[src/rtl/vfr_pkg.sv]
`default_nettype none
// ============================================================================
// vfr_pkg : shared types and constants for the VFR control-packet inserter
// Revision: 1.0
// ============================================================================
package vfr_pkg;

    typedef enum logic [2:0] {
        IDLE      = 3'd0,
        SEND_HDR  = 3'd1,
        SEND_BODY = 3'd2,
        PASS      = 3'd3,
        DROP      = 3'd4
    } vfr_state_e;

    localparam logic [3:0] PKT_TYPE_VIDEO = 4'h0;
    localparam logic [3:0] PKT_TYPE_CTRL  = 4'hF;
    localparam int         CTRL_NIBBLES   = 9;

    function automatic int ceil_div(input int a, input int b);
        return (a + b - 1) / b;
    endfunction

endpackage
`default_nettype wire

[src/rtl/st_skid_buffer.sv]
`default_nettype none
// ============================================================================
// st_skid_buffer : two-entry Avalon-ST register slice carrying data/sop/eop
// Revision: 1.0
// ============================================================================
module st_skid_buffer #(
    parameter int DATA_W = 24
) (
    input  logic              clk,
    input  logic              rst,
    input  logic              in_valid,
    output logic              in_ready,
    input  logic [DATA_W-1:0] in_data,
    input  logic              in_sop,
    input  logic              in_eop,
    output logic              out_valid,
    input  logic              out_ready,
    output logic [DATA_W-1:0] out_data,
    output logic              out_sop,
    output logic              out_eop
);

    localparam int ENT_W = DATA_W + 2;

    logic [ENT_W-1:0] mem_q [2];
    logic [ENT_W-1:0] mem_d [2];
    logic             wr_ptr_q, wr_ptr_d;
    logic             rd_ptr_q, rd_ptr_d;
    logic [1:0]       count_q, count_d;
    logic             push, pop;
    logic [ENT_W-1:0] head;

    assign in_ready  = (count_q != 2'd2);
    assign out_valid = (count_q != 2'd0);
    assign push      = in_valid && in_ready;
    assign pop       = out_valid && out_ready;
    assign head      = mem_q[rd_ptr_q];

    // Outputs are forced to zero when empty so stale entries never leak out.
    assign out_data = out_valid ? head[DATA_W-1:0] : '0;
    assign out_eop  = out_valid && head[DATA_W];
    assign out_sop  = out_valid && head[DATA_W+1];

    always_comb begin
        mem_d[0] = mem_q[0];
        mem_d[1] = mem_q[1];
        wr_ptr_d = wr_ptr_q;
        rd_ptr_d = rd_ptr_q;
        count_d  = count_q;
        if (push) begin
            mem_d[wr_ptr_q] = {in_sop, in_eop, in_data};
            wr_ptr_d        = ~wr_ptr_q;
        end
        if (pop) begin
            rd_ptr_d = ~rd_ptr_q;
        end
        if (push && !pop) begin
            count_d = count_q + 2'd1;
        end else if (!push && pop) begin
            count_d = count_q - 2'd1;
        end
    end

    always_ff @(posedge clk or posedge rst) begin
        if (rst) begin
            mem_q[0] <= '0;
            mem_q[1] <= '0;
            wr_ptr_q <= 1'b0;
            rd_ptr_q <= 1'b0;
            count_q  <= 2'd0;
        end else begin
            mem_q[0] <= mem_d[0];
            mem_q[1] <= mem_d[1];
            wr_ptr_q <= wr_ptr_d;
            rd_ptr_q <= rd_ptr_d;
            count_q  <= count_d;
        end
    end

endmodule
`default_nettype wire

[src/rtl/vfr_ctrl_packet_inserter.sv]
`default_nettype none
// ============================================================================
// vfr_ctrl_packet_inserter : inserts a VIP control packet ahead of video frames
// Revision: 1.0
// ============================================================================
module vfr_ctrl_packet_inserter
    import vfr_pkg::*;
#(
    parameter int BITS_PER_SYMBOL  = 8,
    parameter int SYMBOLS_PER_BEAT = 3,
    parameter int ALWAYS_SEND      = 0,
    parameter int CHANGE_DETECT    = 1,
    parameter int DROP_INPUT_CTRL  = 1
) (
    input  logic                                        clk,
    input  logic                                        rst,
    output logic                                        din_ready,
    input  logic                                        din_valid,
    input  logic [BITS_PER_SYMBOL*SYMBOLS_PER_BEAT-1:0] din_data,
    input  logic                                        din_sop,
    input  logic                                        din_eop,
    input  logic                                        dout_ready,
    output logic                                        dout_valid,
    output logic [BITS_PER_SYMBOL*SYMBOLS_PER_BEAT-1:0] dout_data,
    output logic                                        dout_sop,
    output logic                                        dout_eop,
    input  logic                                        do_control_packet,
    input  logic [15:0]                                 width,
    input  logic [15:0]                                 height,
    input  logic [3:0]                                  interlaced,
    output logic                                        busy,
    output logic                                        ctrl_sent
);

    localparam int         DW        = BITS_PER_SYMBOL * SYMBOLS_PER_BEAT;
    localparam int         NBODY     = ceil_div(CTRL_NIBBLES, SYMBOLS_PER_BEAT);
    localparam logic [3:0] LAST_BEAT = 4'(NBODY - 1);

    vfr_state_e        state_q, state_d;
    logic              pending_q, pending_d;
    logic [35:0]       last_sent_q, last_sent_d;
    logic [35:0]       shadow_q, shadow_d;
    logic [3:0]        beat_cnt_q, beat_cnt_d;

    logic [35:0]       fmt;
    logic [3:0]        din_type;
    logic              hdr_entry;
    logic              pending_set;
    logic [NBODY*DW-1:0] body_all;
    logic [DW-1:0]     body_beat;

    logic              skid_valid, skid_ready, skid_sop, skid_eop;
    logic [DW-1:0]     skid_data;

    assign fmt      = {width, height, interlaced};
    assign din_type = din_data[3:0];
    assign busy     = (state_q != IDLE);

    // Nibble k lands at symbol offset k, which is beat k/SPB, symbol k%SPB.
    always_comb begin
        body_all = '0;
        for (int k = 0; k < CTRL_NIBBLES; k++) begin
            body_all[k*BITS_PER_SYMBOL +: 4] = shadow_q[35-4*k -: 4];
        end
    end

    assign body_beat = body_all[int'(beat_cnt_q)*DW +: DW];

    always_comb begin
        state_d     = state_q;
        beat_cnt_d  = beat_cnt_q;
        shadow_d    = shadow_q;
        last_sent_d = last_sent_q;
        din_ready   = 1'b0;
        skid_valid  = 1'b0;
        skid_data   = '0;
        skid_sop    = 1'b0;
        skid_eop    = 1'b0;
        ctrl_sent   = 1'b0;

        case (state_q)
            IDLE: begin
                if (din_valid) begin
                    if (!din_sop) begin
                        state_d = DROP;
                    end else if (din_type == PKT_TYPE_VIDEO) begin
                        state_d = (pending_q || (ALWAYS_SEND != 0)) ? SEND_HDR : PASS;
                    end else if ((din_type == PKT_TYPE_CTRL) && (DROP_INPUT_CTRL != 0)) begin
                        state_d = DROP;
                    end else begin
                        state_d = PASS;
                    end
                end
            end
            SEND_HDR: begin
                skid_valid = 1'b1;
                skid_data  = DW'(PKT_TYPE_CTRL);
                skid_sop   = 1'b1;
                if (skid_ready) begin
                    state_d    = SEND_BODY;
                    beat_cnt_d = 4'd0;
                end
            end
            SEND_BODY: begin
                skid_valid = 1'b1;
                skid_data  = body_beat;
                skid_eop   = (beat_cnt_q == LAST_BEAT);
                if (skid_ready) begin
                    if (beat_cnt_q == LAST_BEAT) begin
                        ctrl_sent  = 1'b1;
                        state_d    = PASS;
                        beat_cnt_d = 4'd0;
                    end else begin
                        beat_cnt_d = beat_cnt_q + 4'd1;
                    end
                end
            end
            PASS: begin
                din_ready  = skid_ready;
                skid_valid = din_valid;
                skid_data  = din_data;
                skid_sop   = din_sop;
                skid_eop   = din_eop;
                if (din_valid && skid_ready && din_eop) begin
                    state_d = IDLE;
                end
            end
            DROP: begin
                din_ready = 1'b1;
                if (din_valid && din_eop) begin
                    state_d = IDLE;
                end
            end
            default: begin
                state_d = IDLE;
            end
        endcase

        hdr_entry = (state_q == IDLE) && (state_d == SEND_HDR);
        if (hdr_entry) begin
            shadow_d    = fmt;
            last_sent_d = fmt;
        end

        // Compare against the value being captured so the capture cycle itself
        // does not re-arm pending.
        pending_set = do_control_packet || ((CHANGE_DETECT != 0) && (fmt != last_sent_d));
        if (pending_set) begin
            pending_d = 1'b1;
        end else if (hdr_entry) begin
            pending_d = 1'b0;
        end else begin
            pending_d = pending_q;
        end
    end

    always_ff @(posedge clk or posedge rst) begin
        if (rst) begin
            state_q     <= IDLE;
            pending_q   <= 1'b1;
            last_sent_q <= '0;
            shadow_q    <= '0;
            beat_cnt_q  <= 4'd0;
        end else begin
            state_q     <= state_d;
            pending_q   <= pending_d;
            last_sent_q <= last_sent_d;
            shadow_q    <= shadow_d;
            beat_cnt_q  <= beat_cnt_d;
        end
    end

    st_skid_buffer #(
        .DATA_W (DW)
    ) u_skid (
        .clk       (clk),
        .rst       (rst),
        .in_valid  (skid_valid),
        .in_ready  (skid_ready),
        .in_data   (skid_data),
        .in_sop    (skid_sop),
        .in_eop    (skid_eop),
        .out_valid (dout_valid),
        .out_ready (dout_ready),
        .out_data  (dout_data),
        .out_sop   (dout_sop),
        .out_eop   (dout_eop)
    );

endmodule
`default_nettype wire

[config.mk]
export PLATFORM = sky130hd
export DESIGN_NAME = vfr_ctrl_packet_inserter
export DESIGN_NICKNAME = d
export VERILOG_FILES = /design/src/rtl/vfr_pkg.sv /design/src/rtl/st_skid_buffer.sv /design/src/rtl/vfr_ctrl_packet_inserter.sv
export SDC_FILE = /design/constraint.sdc
export NUM_CORES = 1
export LEC_CHECK = 0
export BUFFER_PORTS_ARGS = -buffer_cell sky130_fd_sc_hd__buf_2
export CORE_MARGIN = 2
export CORE_UTILIZATION = 55
export CTS_BUF_LIST = sky130_fd_sc_hd__clkbuf_8
export CTS_CLUSTER_DIAMETER = 100
export DETAILED_ROUTE_END_ITERATION = 12
export GPL_TIMING_DRIVEN = 1
export PLACE_DENSITY = 0.78
export SLEW_MARGIN = 40
export SYNTH_ARGS = -nofsm -noshare
export SYNTH_HDL_FRONTEND = slang
export SYNTH_SLANG_ARGS = --single-unit
export TNS_END_PERCENT = 10
[constraint.sdc]
create_clock -name clk -period 6.1 [get_ports clk]
set_input_delay 0.915 -clock clk [delete_from_list [all_inputs] [get_ports clk]]
set_output_delay 0.915 -clock clk [all_outputs]
set_load 0.05 [all_outputs]
==> results.py <==
metrics = {
    "routing": {
        "drt_first_iter_violations": 355,
        "vias_per_cell": 5.40,
        "drc_errors": 0,
        "antenna_left": 0,
        "via_count": 5099,
        "firstDrtPassIters": 5,
        "wire_per_inst_um": 15.3,
        "finalWirelength_mm": 14.5,
    },
    "setup_path": {
        "cpMaxStageDelayCell": "dfrtp_1",
        "cp.arrival_ns": 2.17,
        "cp_top_family": "buffers and inverters",
        "cp_data_required_time_ns": 5.18,
        "path_max_fanout": 22,
        "crit_path_end_kind": "output port",
        "worstSetupStartpointType": "flop",
        "crit_buf_inv": 2,
        "path_cells": "nor2b_1 > and2_0 > buf_4 > a22o_1 > buf_2",
        "critPathKind": "flop to output port",
        "critPathMaxStageDelay_ns": 0.51,
    },
    "synth": {
        "ys_seq_elements": 136,
        "synth_fp_nets": 776,
        "synth-seq-area-share_pct": 53.5,
        "synthArstFlopShare_pct": 100,
        "synth_edf_count": 0,
        "syn_area_per_cell_sq_um": 9.02,
        "netlist_area_sq_um": 6370,
        "synth_flop_cell": "dfrtp_1",
        "synth.distinct_cells": 43,
        "yosys_warnings": 0,
        "synth_cells": 706,
    },
    "power": {
        "p_int_mw": 2.04,
        "p_leak_nw": 3.92,
        "swShare_pct": 42.3,
        "power.share.clock_pct": 22.7,
        "p_comb_share_pct": 39.2,
        "p_sw_mw": 1.49,
        "vdd_drop_max_mv": 0.326,
        "seq_power_share_pct": 38.1,
        "power_density_nw_per_um2": 482,
    },
    "timing": {
        "setup_viol": 0,
        "fmax_mhz": 324,
        "fin_crit_ns": 3.09,
        "period_share_pct": 50.6,
        "hold_viol_final": 0,
        "max_slew.worst_pin.slew_ns": 0.831,
        "slew_viol_final": 0,
        "setup_tns_ns": 0,
        "rsz0062_at_grt": "false",
        "slew_headroom_pct": 44.5,
        "whs_ns": 0.480,
        "fin_skew_ns": 0.0106,
    },
    "clock_tree": {
        "cts_made_buffers": 17,
        "cts_resized": 0,
        "htree_levels": 4,
        "clock-sinks": 136,
        "clock_latency_ns": 0.46,
        "postCtsSetupBuffers": 0,
        "cts-root-buf": "clkbuf_8",
        "clock_path_buffers": 2,
        "cts_hold_buffers": 0,
        "cts_tree": "built",
        "clk_pin_slew_worst_paths_ns": 0.07,
    },
    "placed_design": {
        "dp_hpwl_mm": 10.0,
        "port_buffers": 96,
        "place_congestion": 0.879,
    },
    "global_routing": {
        "grt_start_max_net_pins": 74,
        "grt_antenna_before_repair": 0,
        "grt_usage_pct": 24.3,
        "grt_overflow": 0,
        "grt_pass1_wl_mm": 23.8,
        "grt_pass1_vias": 4905,
    },
    "floorplanning": {
        "core_sq_um": 11400,
        "io_pins": 97,
        "start_util_pct": 56.0,
        "die-area_sq_um": 12500,
        "num_rows": 39,
        "die_x_um": 112,
        "die_h_um": 112,
    },
    "run_status": {
        "status": "finished, final reports clean",
    },
    "finish": {
        "diodes": 0,
        "post-route-util_pct": 64.5,
        "nets": 859,
        "drive_above_1_share_pct": 17.5,
        "mostFrequentLayoutCells": "nand2_1 (252), dfrtp_1 (135), buf_2 (96)",
        "synthToLayoutAreaGrowth_pct": 15.1,
        "final_common_cell": "nand2_1",
    },
    "worst_hold_path": {
        "hp-class": "flop to flop",
    },
    "flow_run": {
        "maxCapViolCount": 0,
    },
}
==> cell families after synthesis <==
group           Yosys count  share of synthesized area [%]
mux                      39                           6.13
fa+ha+maj                 3                          0.590
simple gates            326                           21.1
compound gates          116                           10.6
xor+xnor                 27                           3.71
buf+inv                  59                           4.42
flops                   136                           53.5
==> metal layers <==
metal  track usage, %  vias to the layer above  share of wire (%)  wire [um]
li1                 -                     2498                  -          -
met1             33.2                     2438                 45       6550
met2             38.0                      138                 48       6900
met3             6.42                       25                5.1        743
met4             8.81                        0                2.1        302
met5                0                        -                  0          0
==> synthesized netlist by cell type, drive strengths merged (3+ instances only) <==
cell type | n | area, sq um
dfrtp | 135 | 3380
o22ai | 4 | 25.0
xor2 | 20 | 175
o2bb2ai | 5 | 43.8
nand2b | 7 | 43.8
clkbuf | 7 | 26.3
o21ai | 81 | 405
nor3 | 6 | 41.3
nor2 | 34 | 128
nand4 | 3 | 18.8
a21oi | 3 | 15.0
nand2 | 252 | 946
nor4 | 8 | 65.1
nand3 | 6 | 30.0
nor2b | 3 | 18.8
xnor2 | 7 | 61.3
buf | 31 | 176
a21boi | 4 | 30.0
a22oi | 9 | 67.6
inv | 21 | 78.8
ha | 3 | 37.5
mux2i | 39 | 390
==> worst reg2reg max path: cells and delay by family, from the launching register on <==
| family | cells | cell delay, ns |
|---|---|---|
| AO/OA/AOI/OAI | 3 | 0.56 |
| AND/OR/NAND/NOR | 2 | 0.90 |
| flip-flops | 1 | 0.69 |
==> area by class of cell <==
type / instances / area (sq um)
fillers: 913 / 4040
flip-flops and latches: 136 / 3400
multi-input cells: 511 / 2700
repair buffers: 102 / 529
clock buffers: 20 / 275
well taps: 143 / 179
clock inverters: 12 / 156
inverters: 21 / 83.8
==> power by group through the flow <==
stage,registers [mW],logic (mW),clock network (mW)
2_1_floorplan,1.26,1.18,0
5_1_grt,1.38,1.52,0.857
3_5_place_dp,1.36,1.38,0
3_3_place_gp,1.34,1.33,0
6_report,1.35,1.38,0.802
4_1_cts,1.35,1.39,0.815
==> per-stage QoR <==
stage / instance area (sq um) / setup slack, ns / total power, mW / instances
after global placement: 6880 / 3.53 / 2.67 / 913
after floorplan: 6370 / 1.55 / 2.44 / 706
final: 7330 / 3.01 / 3.53 / 945
after global routing: 7330 / 2.86 / 3.76 / 945
after CTS: 7330 / 2.97 / 3.55 / 945
after detailed placement: 6890 / 3.47 / 2.74 / 913
==> path summary, 6_finish.rpt <==
| check | start | endpoint | slack (ns) | cells past startpoint |
|---|---|---|---|---|
| worst max-delay path | state_q[0]$_DFF_PP0_ | din_ready | 3.01 | 5 |
| max in group asynchronous | rst | shadow_q[19]$_DFFE_PP0N_ | 4.51 | 3 |
| worst max register to register | beat_cnt_q[1]$_DFFE_PP0P_ | u_skid.mem_q[18]$_DFFE_PP0P_ | 3.86 | 5 |
| worst min register to register | shadow_q[3]$_DFFE_PP0N_ | shadow_q[3]$_DFFE_PP0N_ | 0.48 | 2 |
| min in group asynchronous | rst | last_sent_q[3]$_DFF_PP0_ | 0.52 | 2 |
| worst min-delay path | shadow_q[3]$_DFFE_PP0N_ | shadow_q[3]$_DFFE_PP0N_ | 0.48 | 2 |
==> state kept, by name, summed over array words and instances (netlist names) <==
register	flops
u_skid.rd_ptr_q	1
u_skid.wr_ptr_q	1
u_skid.mem_q	52
beat_cnt_q	4
u_skid.count_q	2
state_q	3
last_sent_q	36
pending_q	1
shadow_q	36
No activity file was read; power rests on OpenSTA's default activity.
